$ cat config.mk
export PLATFORM = sky130hd
export DESIGN_NAME = mem_port_arbiter_flat
export DESIGN_NICKNAME = d
export VERILOG_FILES = /design/src/rtl/mem_arb_pkg.sv /design/src/rtl/mem_port_arbiter_if.sv /design/src/rtl/arb_timeout_ctr.sv /design/src/rtl/mem_port_arbiter.sv /design/src/flat_wrapper.sv
export SDC_FILE = /design/constraint.sdc
export NUM_CORES = 1
export LEC_CHECK = 0
export ABC_AREA = 1
export BUFFER_PORTS_ARGS = -buffer_cell sky130_fd_sc_hd__buf_2
export CORE_ASPECT_RATIO = 1.5
export CORE_MARGIN = 5
export CORE_UTILIZATION = 46
export DETAILED_ROUTE_END_ITERATION = 16
export HOLD_SLACK_MARGIN = 0.05
export PLACE_DENSITY = 0.79
export SLEW_MARGIN = 10
export SYNTH_ARGS = -nofsm -noshare
export SYNTH_HDL_FRONTEND = slang
export SYNTH_SLANG_ARGS = --single-unit
$ cat constraint.sdc
create_clock -name clk -period 6.4 [get_ports clk]
set_input_delay 1.28 -clock clk [delete_from_list [all_inputs] [get_ports clk]]
set_output_delay 1.28 -clock clk [all_outputs]
set_load 0.01 [all_outputs]
$ cat src/rtl/mem_arb_pkg.sv
// Shared state encoding and default sizing for the fetch/data memory port arbiter.
package mem_arb_pkg;

  localparam int unsigned DEF_AW             = 32;
  localparam int unsigned DEF_DW             = 32;
  localparam int unsigned DEF_TIMEOUT_CYCLES = 255;

  typedef enum logic [1:0] {
    IDLE   = 2'd0,
    D_WAIT = 2'd1,
    I_WAIT = 2'd2
  } state_t;

endpackage

$ cat src/rtl/mem_port_arbiter_if.sv
// Bundle of requester and memory-port signals around the arbiter.
// master = arbiter view, slave = pipeline/memory view.
interface mem_port_arbiter_if import mem_arb_pkg::*; #(
  parameter int unsigned AW = DEF_AW,
  parameter int unsigned DW = DEF_DW
);

  logic          ireq;
  logic [AW-1:0] iaddr;
  logic [DW-1:0] irdata;
  logic          ivalid;

  logic          dreq;
  logic          dwe;
  logic [AW-1:0] daddr;
  logic [DW-1:0] dwdata;
  logic [DW-1:0] drdata;
  logic          dvalid;

  logic          mem_req;
  logic          mem_we;
  logic [AW-1:0] mem_addr;
  logic [DW-1:0] mem_wdata;
  logic [DW-1:0] mem_rdata;
  logic          mem_ack;

  logic          stall_f;
  logic          stall_m;
  logic          err;

  modport master (
    input  ireq, iaddr, dreq, dwe, daddr, dwdata, mem_rdata, mem_ack,
    output irdata, ivalid, drdata, dvalid,
    output mem_req, mem_we, mem_addr, mem_wdata,
    output stall_f, stall_m, err
  );

  modport slave (
    output ireq, iaddr, dreq, dwe, daddr, dwdata, mem_rdata, mem_ack,
    input  irdata, ivalid, drdata, dvalid,
    input  mem_req, mem_we, mem_addr, mem_wdata,
    input  stall_f, stall_m, err
  );

endinterface

$ cat src/rtl/arb_timeout_ctr.sv
// Wait-cycle counter for the arbiter; expired is high in the LIMIT-th wait cycle.
// Only instantiated when MEMARB_TIMEOUT_EN is defined.
module arb_timeout_ctr import mem_arb_pkg::*; #(
  parameter int unsigned LIMIT = DEF_TIMEOUT_CYCLES
) (
  input  logic clk,
  input  logic reset,
  input  logic clr,
  input  logic en,
  output logic expired
);

  localparam int unsigned CW = (LIMIT < 2) ? 1 : $clog2(LIMIT);

  logic [CW-1:0] cnt;

  // cnt is 0 in the first wait cycle, so LIMIT-1 marks the LIMIT-th one.
  assign expired = (cnt == CW'(LIMIT - 1));

  always_ff @(posedge clk or posedge reset) begin
    if (reset) begin
      cnt <= '0;
    end else if (clr) begin
      cnt <= '0;
    end else if (en && !expired) begin
      cnt <= cnt + CW'(1);
    end
  end

endmodule

$ cat src/rtl/mem_port_arbiter.sv
// Arbitrates one single-ported memory between instruction fetch and data access.
// Optional wait timeout enabled by defining MEMARB_TIMEOUT_EN.
module mem_port_arbiter import mem_arb_pkg::*; #(
  parameter int unsigned AW             = DEF_AW,
  parameter int unsigned DW             = DEF_DW,
  parameter int unsigned TIMEOUT_CYCLES = DEF_TIMEOUT_CYCLES
) (
  input  logic               clk,
  input  logic               reset,
  mem_port_arbiter_if.master bus
);

  state_t        state, state_n;
  logic          last_d, last_d_n;
  logic          mem_req_q, mem_req_n;
  logic          mem_we_q, mem_we_n;
  logic [AW-1:0] mem_addr_q, mem_addr_n;
  logic [DW-1:0] mem_wdata_q, mem_wdata_n;
  logic [DW-1:0] irdata_q, irdata_n;
  logic [DW-1:0] drdata_q, drdata_n;
  logic          ivalid_q, ivalid_n;
  logic          dvalid_q, dvalid_n;
  logic          err_q, err_n;
  logic          idle_free, grant_d, grant_i, waiting, timeout_hit, stall_m;

  // The cycle carrying a valid pulse never grants, so a requester that still
  // holds its req for that cycle is not served twice.
  assign idle_free = (state == IDLE) && !ivalid_q && !dvalid_q;
  assign grant_d   = idle_free && bus.dreq && (!bus.ireq || !last_d);
  assign grant_i   = idle_free && bus.ireq && !grant_d;
  assign waiting   = (state == D_WAIT) || (state == I_WAIT);

`ifdef MEMARB_TIMEOUT_EN
  arb_timeout_ctr #(.LIMIT(TIMEOUT_CYCLES)) u_timeout_ctr (
    .clk     (clk),
    .reset   (reset),
    .clr     (grant_d || grant_i),
    .en      (waiting),
    .expired (timeout_hit)
  );
`else
  assign timeout_hit = 1'b0;
`endif

  // NOTE: every output of this block gets a default first, so no path leaves a latch.
  always_comb begin
    state_n     = state;
    last_d_n    = last_d;
    mem_req_n   = mem_req_q;
    mem_we_n    = mem_we_q;
    mem_addr_n  = mem_addr_q;
    mem_wdata_n = mem_wdata_q;
    irdata_n    = irdata_q;
    drdata_n    = drdata_q;
    ivalid_n    = 1'b0;
    dvalid_n    = 1'b0;
    err_n       = 1'b0;
    unique case (state)
      IDLE: begin
        if (grant_d || grant_i) begin
          state_n    = grant_d ? D_WAIT : I_WAIT;
          last_d_n   = grant_d;
          mem_req_n  = 1'b1;
          mem_we_n   = grant_d && bus.dwe;
          mem_addr_n = grant_d ? bus.daddr : bus.iaddr;
          if (grant_d) mem_wdata_n = bus.dwdata;
        end
      end
      D_WAIT, I_WAIT: begin
        if (waiting && (bus.mem_ack || timeout_hit)) begin
          state_n   = IDLE;
          mem_req_n = 1'b0;
          err_n     = !bus.mem_ack;
          if (state == D_WAIT) begin
            dvalid_n = 1'b1;
            drdata_n = bus.mem_ack ? bus.mem_rdata : '0;
          end else if (bus.ireq) begin
            // A fetch dropped before completion (flush) finishes silently.
            ivalid_n = 1'b1;
            irdata_n = bus.mem_ack ? bus.mem_rdata : '0;
          end
        end
      end
      default: state_n = IDLE;
    endcase
  end

  // NOTE: non-blocking assignments here so every register samples pre-edge values.
  always_ff @(posedge clk or posedge reset) begin
    if (reset) begin
      // NOTE: all of these are control or bus registers, so all are reset; there is no storage array to exempt.
      state       <= IDLE;
      last_d      <= 1'b0;
      mem_req_q   <= 1'b0;
      mem_we_q    <= 1'b0;
      mem_addr_q  <= '0;
      mem_wdata_q <= '0;
      irdata_q    <= '0;
      drdata_q    <= '0;
      ivalid_q    <= 1'b0;
      dvalid_q    <= 1'b0;
      err_q       <= 1'b0;
    end else begin
      state       <= state_n;
      last_d      <= last_d_n;
      mem_req_q   <= mem_req_n;
      mem_we_q    <= mem_we_n;
      mem_addr_q  <= mem_addr_n;
      mem_wdata_q <= mem_wdata_n;
      irdata_q    <= irdata_n;
      drdata_q    <= drdata_n;
      ivalid_q    <= ivalid_n;
      dvalid_q    <= dvalid_n;
      err_q       <= err_n;
    end
  end

  assign stall_m       = !reset && bus.dreq && !dvalid_q;
  assign bus.stall_m   = stall_m;
  assign bus.stall_f   = stall_m || (!reset && bus.ireq && !ivalid_q);
  assign bus.mem_req   = mem_req_q;
  assign bus.mem_we    = mem_we_q;
  assign bus.mem_addr  = mem_addr_q;
  assign bus.mem_wdata = mem_wdata_q;
  assign bus.irdata    = irdata_q;
  assign bus.drdata    = drdata_q;
  assign bus.ivalid    = ivalid_q;
  assign bus.dvalid    = dvalid_q;
  assign bus.err       = err_q;

endmodule

$ cat src/flat_wrapper.sv
// flat-port wrapper written by rule: the top's interface ports become plain ports
module mem_port_arbiter_flat import mem_arb_pkg::*;
#(
  parameter int unsigned AW             = DEF_AW,
  parameter int unsigned DW             = DEF_DW,
  parameter int unsigned TIMEOUT_CYCLES = DEF_TIMEOUT_CYCLES
)
  (clk, reset, bus_ireq, bus_iaddr, bus_dreq, bus_dwe, bus_daddr, bus_dwdata, bus_mem_rdata, bus_mem_ack, bus_irdata, bus_ivalid, bus_drdata, bus_dvalid, bus_mem_req, bus_mem_we, bus_mem_addr, bus_mem_wdata, bus_stall_f, bus_stall_m, bus_err);
  mem_port_arbiter_if #(.AW(AW), .DW(DW)) bus_i ();
  input  logic clk;
  input  logic reset;
  input wire logic [$bits(bus_i.ireq)-1:0] bus_ireq;
  input wire logic [$bits(bus_i.iaddr)-1:0] bus_iaddr;
  input wire logic [$bits(bus_i.dreq)-1:0] bus_dreq;
  input wire logic [$bits(bus_i.dwe)-1:0] bus_dwe;
  input wire logic [$bits(bus_i.daddr)-1:0] bus_daddr;
  input wire logic [$bits(bus_i.dwdata)-1:0] bus_dwdata;
  input wire logic [$bits(bus_i.mem_rdata)-1:0] bus_mem_rdata;
  input wire logic [$bits(bus_i.mem_ack)-1:0] bus_mem_ack;
  output wire logic [$bits(bus_i.irdata)-1:0] bus_irdata;
  output wire logic [$bits(bus_i.ivalid)-1:0] bus_ivalid;
  output wire logic [$bits(bus_i.drdata)-1:0] bus_drdata;
  output wire logic [$bits(bus_i.dvalid)-1:0] bus_dvalid;
  output wire logic [$bits(bus_i.mem_req)-1:0] bus_mem_req;
  output wire logic [$bits(bus_i.mem_we)-1:0] bus_mem_we;
  output wire logic [$bits(bus_i.mem_addr)-1:0] bus_mem_addr;
  output wire logic [$bits(bus_i.mem_wdata)-1:0] bus_mem_wdata;
  output wire logic [$bits(bus_i.stall_f)-1:0] bus_stall_f;
  output wire logic [$bits(bus_i.stall_m)-1:0] bus_stall_m;
  output wire logic [$bits(bus_i.err)-1:0] bus_err;
  assign bus_i.ireq = bus_ireq;
  assign bus_i.iaddr = bus_iaddr;
  assign bus_i.dreq = bus_dreq;
  assign bus_i.dwe = bus_dwe;
  assign bus_i.daddr = bus_daddr;
  assign bus_i.dwdata = bus_dwdata;
  assign bus_i.mem_rdata = bus_mem_rdata;
  assign bus_i.mem_ack = bus_mem_ack;
  assign bus_irdata = bus_i.irdata;
  assign bus_ivalid = bus_i.ivalid;
  assign bus_drdata = bus_i.drdata;
  assign bus_dvalid = bus_i.dvalid;
  assign bus_mem_req = bus_i.mem_req;
  assign bus_mem_we = bus_i.mem_we;
  assign bus_mem_addr = bus_i.mem_addr;
  assign bus_mem_wdata = bus_i.mem_wdata;
  assign bus_stall_f = bus_i.stall_f;
  assign bus_stall_m = bus_i.stall_m;
  assign bus_err = bus_i.err;
  mem_port_arbiter #(.AW(AW), .DW(DW), .TIMEOUT_CYCLES(TIMEOUT_CYCLES)) u_core (.clk(clk), .reset(reset), .bus(bus_i));
endmodule
After elaboration in Yosys (flattened, before gate mapping). Index checks and enable logic that the tools add are counted.

Multiplexer cells: 18. Bitwise gates (word level): 1. Reduce and logical (&&, ||, !) cells: 32. Equality and inequality tests: 4.

Operator list (number): $mux 32 (2); $logic_and 1x1->1 (12); $mux 1 (11); $reduce_and 3->1 (3); $logic_not 1->1 (7); $mux 2 (3); $logic_or 1x1->1 (4); $pmux 2 s2 (1); $reduce_and 2->1 (2); $reduce_and 4->1 (1); $eq 2x1->1 const B (1); $eq 2x2->1 const B (1); $logic_not 2->1 (1); $ne 2x1->1 const B (1); $ne 2x2->1 const B (1); $pmux 1 s2 (1); $reduce_bool 2->1 (1); $reduce_or 2->1 (1); $not 1->1 (1).

Logic and storage cells: 66. Input port bits: 134. Flip-flop bits (word level): 136.

Longest topological paths before layout. Gate-level depths: netlist of the first run.

Word-level depth: 10. Mapped depth: 10.

Worst setup path before layout of the first run. OpenSTA, ideal clock, no wires.

Path kind: in2out. From: input bus_dreq. To: output bus_stall_f. Arrival time: 1.830 ns. Data required time: 5.120 ns. Slack: 3.290 ns. Buffers on the path: 0. Stages: 3. Cells stage by stage: inv_1 nor3_1 or2_2.

Word-level cells in the longest chain between the ends: 3.

RTL lines: start: declaration (line flat_wrapper.sv:14) `input wire logic [$bits(bus_i.dreq)-1:0] bus_dreq;`; $logic_and 1x1->1 (2 in series) (line mem_port_arbiter.sv:118) `assign stall_m = !reset && bus.dreq && !dvalid_q;`; via bus_stall_m (line flat_wrapper.sv:29) `output wire logic [$bits(bus_i.stall_m)-1:0] bus_stall_m;`; $logic_or 1x1->1 (line mem_port_arbiter.sv:120) `assign bus.stall_f = stall_m || (!reset && bus.ireq && !ivalid_q);`; end: declaration (line flat_wrapper.sv:28) `output wire logic [$bits(bus_i.stall_f)-1:0] bus_stall_f;`.

The timed path passes the listed nets, and every way through them passes these cells.

Worst setup path in the final report of the first run.
From: input bus_dreq. To: output bus_stall_f.

Word-level cells in the longest chain between the ends: 3.

RTL lines (line): $logic_and 1x1->1 (2 in series) (mem_port_arbiter.sv:118); $logic_or 1x1->1 (mem_port_arbiter.sv:120).

Every way passes these cells.

==> results.cfg, run 1 <==
[timing]
finClkSkew_ns = 0.01090
finalCritPeriodShare = 0.5142
fmax_mhz = 303.9
slew_violations = 0
relSlewSlack = 0.3866
worst_pin_slew_ns = 0.9168
layout_setup_ws_ns = 3.109
setup_viol = 0
rsz0062_at_grt = no
period_needed_ns = 3.291
fin_tns_setup_ns = 0
hold_viol_final = 0

[floorplan]
ios = 269
start_util = 0.4713
coreArea_sq_um = 12020
die_area_sq_um = 14680
die_h_um = 145.9
die_w_um = 100.6
rows = 49

[detailed_routing]
postRouteAntennaNets = 0
drc = 0
wl_per_cell_um = 14.63
drt-total-wl_um = 15900
vias = 5247
first_pass_iters = 4
first_iter_violations = 176
viasPerCell = 4.827

[min_path]
hp-class = flop to flop
hold_start = u_core.bus.mem_wdata[12]
hold_depth = 2
hold-path-endpoint = u_core.bus.mem_wdata[12]

[layout]
fillers = 1086
fin_area_sq_um = 7674
final_cell_mix = nand2_1, buf_2, dfrtp_1
final_common_cell = nand2_1
drive_gt1_frac = 0.3365
areaGrowthSynthToFinish_pct = 35.51
final_core_util = 0.6386
fin_nets = 1058

[setup_path]
slowest_delay_ns = 0.29
slowest_stage = or2_2
r2r_start = u_core.state[1]
path_cells = buf_2, inv_1, nor3_1, or2_2, buf_2
crit_fanout = 3
start_kind = primary input
worstRegToRegCells = 8
critPathTopFamily = simple AND/OR/NAND/NOR gates
worstSetupPathType = primary input to primary output
crit_top_cell = buf_2
timing.rr.end = u_core.bus.mem_addr[9]
arrival_ns = 2.01
critPathRequiredTime_ns = 5.12
critPathBufInv = 3
end_kind = primary output
regToRegSetupSlack_ns = 3.86

[synthesis]
yosysSeqAreaShare = 0.6010
yosys_warnings = 0
avgSynthCellArea_sq_um = 8.465
netlist_instances = 669
synth_area_sq_um = 5663
ys_seq_elements = 136
yosysUniqueCellTypes = 20
syn_nets = 806

[placement]
placement.io_buffers = 268
gp_congestion = 0.8647
place_hpwl_um = 11470
place_area_sq_um = 7073
pre_cts_ws_ns = 3.116

[clocking]
hold_buffers = 0
clock_sinks = 136
cts_root_buf = clkbuf_16
post_cts_buffers = 0
htree_levels = 4
clk_pin_slew_worst_paths_ns = 0.06
tritoncts = done
postCtsResizedCells = 0
clk_latency_ns = 0.40
clock_path_buffers = 2
cts_buffers = 17

[run]
max_cap_viol_count = 0

[grt]
grt_pass1_vias = 5189
grtUsageTotal = 0.2176
grtUsageMet1 = 0.2650
use_met2 = 0.3575
grt_max_degree = 73
grt_overflow = 0
grt.busiest_layer = met2
grt_pass1_wl_um = 25760
globalRouteMet3Util = 0.06523
antenna_found_initial = 1

[power]
power_leakage_nw = 4.530
p_per_area_nw_per_um2 = 516.6
power.total_mw = 3.964
vdd_drop_max_mv = 0.2679

[run_status]
status = completed
[tightest hold or removal path, stage by stage (launching register included)]
cell,delay [ns]
dfrtp_1,0.34
nand2_1,0.05
nand2_1,0.05
[state kept, by name (all words and copies together), names as in the netlist]
signal                cells
u_core.bus.mem_we         1
u_core.state              2
u_core.bus.mem_req        1
u_core.bus.err            1
u_core.bus.drdata        32
u_core.bus.mem_addr      32
u_core.bus.mem_wdata     32
u_core.bus.irdata        32
u_core.bus.ivalid         1
u_core.last_d             1
u_core.bus.dvalid         1
[area by class of cell]
type / instances / area [sq um] / area share
antenna: 1 / 2.502 / 0.0003261
clock buffer: 18 / 429.2 / 0.05593
clock inverter: 13 / 168.9 / 0.02201
inverter: 44 / 170.2 / 0.02218
multi-input combinational: 449 / 1929 / 0.2514
sequential: 136 / 3403 / 0.4435
tap: 153 / 191.4 / 0.02495
timing repair buffer: 273 / 1379 / 0.1797
[Yosys cell counts]
| master | count | area, sq um |
|---|---|---|
| a21oi_1 | 3 | 15.01 |
| a21oi_2 | 1 | 8.760 |
| buf_1 | 1 | 3.750 |
| buf_2 | 22 | 110.1 |
| buf_4 | 3 | 22.52 |
| clkbuf_1 | 14 | 52.55 |
| conb_1 | 1 | 3.750 |
| dfrtp_1 | 136 | 3403 |
| ha_1 | 3 | 37.54 |
| inv_1 | 42 | 157.7 |
| inv_2 | 2 | 7.510 |
| nand2_1 | 299 | 1122 |
| nand3_1 | 67 | 335.3 |
| nand3_2 | 1 | 10.01 |
| nand4_1 | 1 | 6.260 |
| nor2_1 | 5 | 18.77 |
| nor3_1 | 2 | 10.01 |
| nor3_2 | 1 | 10.01 |
| o21ai_0 | 63 | 315.3 |
| or2_2 | 2 | 12.51 |
[worst max path at each step]
stage	startpoint	to	cells after the start
after global routing	bus_dreq	bus_stall_f	5
after floorplan	reset	u_core.bus.drdata[0]	1
final	bus_dreq	bus_stall_f	5
after detailed placement	bus_dreq	bus_stall_f	5
after global placement	bus_dreq	bus_stall_f	5
after CTS	bus_dreq	bus_stall_f	5
[cell families after synthesis]
family | after synthesis | share of synthesized area
and+or+nand+nor | 378 | 0.2693
DFF | 136 | 0.6010
buffers and inverters | 84 | 0.06253
AOI/OAI and AO/OA | 67 | 0.05988
adders and majority gates | 3 | 0.006629
other | 1 | 0.0006622
[routing by layer]
| metal | part of all wire | routed length (um) |
|---|---|---|
| met1 | 0.38 | 6025 |
| met3 | 0.092 | 1457 |
| met5 | 0 | 0 |
| met4 | 0.025 | 402 |
| met2 | 0.50 | 8017 |
[where the power goes]
part           switching [mW]  total (mW)  leakage [nW]  internal [mW]
registers               0.207        1.47          1.70           1.26
clock network           0.366       0.982         0.280          0.616
logic                   0.964        1.52          2.55          0.553
[per-stage QoR]
step | hold slack [ns] | instances
after floorplan | 0.4619 | 669
after global placement | 0.4493 | 1055
after detailed placement | 0.4536 | 1055
after CTS | 0.4676 | 1086
after global routing | 0.4742 | 1087
final | 0.4683 | 1087
No activity file was read; power rests on OpenSTA's default activity.
==> run 2, diff against run 1 <==
- CORE_UTILIZATION: 46 -> 42
- PLACE_DENSITY: 0.79 -> 0.76
- clock period: 6.4 -> 2.7 ns (I/O delays scaled with it)
==> run 2 against run 1 <==
  * Sequential share of layout area fell by 0.27 points
  * Cell area rose by 0.62%
  * Worst hold slack worse by 0.38 ns
  * Core utilization shrank 6.0 points
  * Clock power increased by 130%
  * Sequential power increased by 140%
  * First-iteration DRC count increased by 32%
  * Largest cell class unchanged
==> results.cfg, run 2 (synthesis gave the netlist of run 1 again) <==
[run_status]
status = completed

[timing]
fmax_mhz = 513.1
rsz0062_at_grt = no
fin_tns_setup_ns = 0
setup_viol = 0
relSlewSlack = 0.5402
slew_violations = 0
hold_viol_final = 0
hold-worst-slack_ns = 0.08658
period_needed_ns = 1.949
finClkSkew_ns = 0.007545
finalCritPeriodShare = 0.7219
worst_pin_slew_ns = 0.6898

[layout]
drive_gt1_frac = 0.3383
final_common_cell = nand2_1
fillers = 1231
fin_nets = 1061
finalNonFillerCells = 1099
areaGrowthSynthToFinish_pct = 36.35
n_antenna_cell = 0
final_cell_mix = nand2_1, buf_2, dfrtp_1

[floorplan]
coreArea_sq_um = 13340
start_util = 0.4246
rows = 52
ios = 269
die_area_sq_um = 15950
die_h_um = 152.2
die_w_um = 104.8

[setup_path]
crit_fanout = 32
worstSetupPathType = flop to flop
arrival_ns = 2.29
critPathRequiredTime_ns = 3.04
start_kind = flop
end_kind = flop

[power]
pwr-share-clk = 0.242
power.share.switching = 0.3897
seq_power_share = 0.372
power.internal_mw = 5.687
power.switching_mw = 3.632
p_per_area_nw_per_um2 = 1207
vdd_drop_max_mv = 0.6365
power_leakage_nw = 4.548
combinationalPowerShare = 0.386

[clocking]
cts_buffers = 17
cts_root_buf = clkbuf_16
clk_latency_ns = 0.41
postCtsResizedCells = 0
clk_pin_slew_worst_paths_ns = 0.06
htree_levels = 4
hold_buffers = 0
post_cts_buffers = 0
clock_path_buffers = 2
clock_sinks = 136
tritoncts = done

[grt]
grt_max_degree = 67
antenna_found_initial = 0
grt_pass1_wl_um = 25450
grt_overflow = 0
grtUsageTotal = 0.1937
grt_pass1_vias = 5017

[placement]
placed_cells = 1067
place_hpwl_um = 11170
gp_congestion = 0.8469
placement.io_buffers = 268

[detailed_routing]
drc = 0
viasPerCell = 4.739
first_pass_iters = 4
wl_per_cell_um = 14.26
first_iter_violations = 232
postRouteAntennaNets = 0
vias = 5208
drt-total-wl_um = 15680

[run]
max_cap_viol_count = 0

[min_path]
hp-class = primary input to async pin
==> run 2: cell count changes in the layout (fill, tap and decap cells not counted), sizes merged <==
cell,before,now
buf,273,276
bufinv,3,2
clkbuf,18,19
clkinv,1,5
diode,1,0
inv,49,46
==> run 2: routing by layer <==
layer / vias up / track usage / part of all wire
met1: 2369 / 0.2393 / 0.38
met5: - / 0 / 0
met3: 23 / 0.05935 / 0.081
met2: 213 / 0.3204 / 0.52
li1: 2603 / - / -
met4: 0 / 0.06825 / 0.019
==> run 2: area by class of cell <==
class / count / area, sq um / share of cell area
inverter: 44 / 168.9 / 0.02188
tap: 162 / 202.7 / 0.02625
multi-input combinational: 449 / 1929 / 0.2499
sequential: 136 / 3403 / 0.4408
clock inverter: 13 / 145.1 / 0.01880
clock buffer: 19 / 432.9 / 0.05607
timing repair buffer: 276 / 1439 / 0.1864
==> run 2: path summary, 6_finish.rpt <==
check,to,from,cells past startpoint,slack [ns]
setup / recovery,u_core.bus.mem_addr[1],u_core.state[1],8,0.75
hold reg to reg,u_core.bus.mem_wdata[4],u_core.bus.mem_wdata[4],2,0.46
min in group clk,u_core.bus.mem_wdata[26],bus_dwdata[26],3,0.36
setup reg to reg,u_core.bus.mem_addr[1],u_core.state[1],8,0.75
max in group asynchronous,u_core.bus.drdata[23],reset,3,2.01
hold / removal,u_core.bus.mem_addr[1],reset,2,0.09
==> run 2: per-stage QoR <==
stage	area [sq um]	power, mW	util	setup WS (ns)
floorplan	5667	5.613	-	0.4669
global placement	7143	7.033	0.5356	0.8109
detailed placement	7143	7.133	0.5356	0.7411
CTS	7721	9.444	0.5789	0.7188
global route	7721	10.01	0.5789	0.5251
finish	7721	9.319	0.5789	0.7510
==> run 2: critical path, stage by stage (launching register included) <==
cell	delay [ns]
dfrtp_1	0.40
inv_1	0.08
ha_1	0.19
inv_2	0.06
nor2_1	0.10
nand3_2	0.30
inv_2	0.54
nand2_1	0.10
nand2_1	0.09
==> run 2: power by group through the flow <==
| stage | combinational [mW] | sequential, mW | clock [mW] |
|---|---|---|---|
| floorplan | 1.70 | 3.91 | 0 |
| global placement | 3.57 | 3.46 | 0 |
| detailed placement | 3.66 | 3.47 | 0 |
| CTS | 3.67 | 3.46 | 2.31 |
| global route | 4.02 | 3.58 | 2.41 |
| finish | 3.59 | 3.47 | 2.26 |
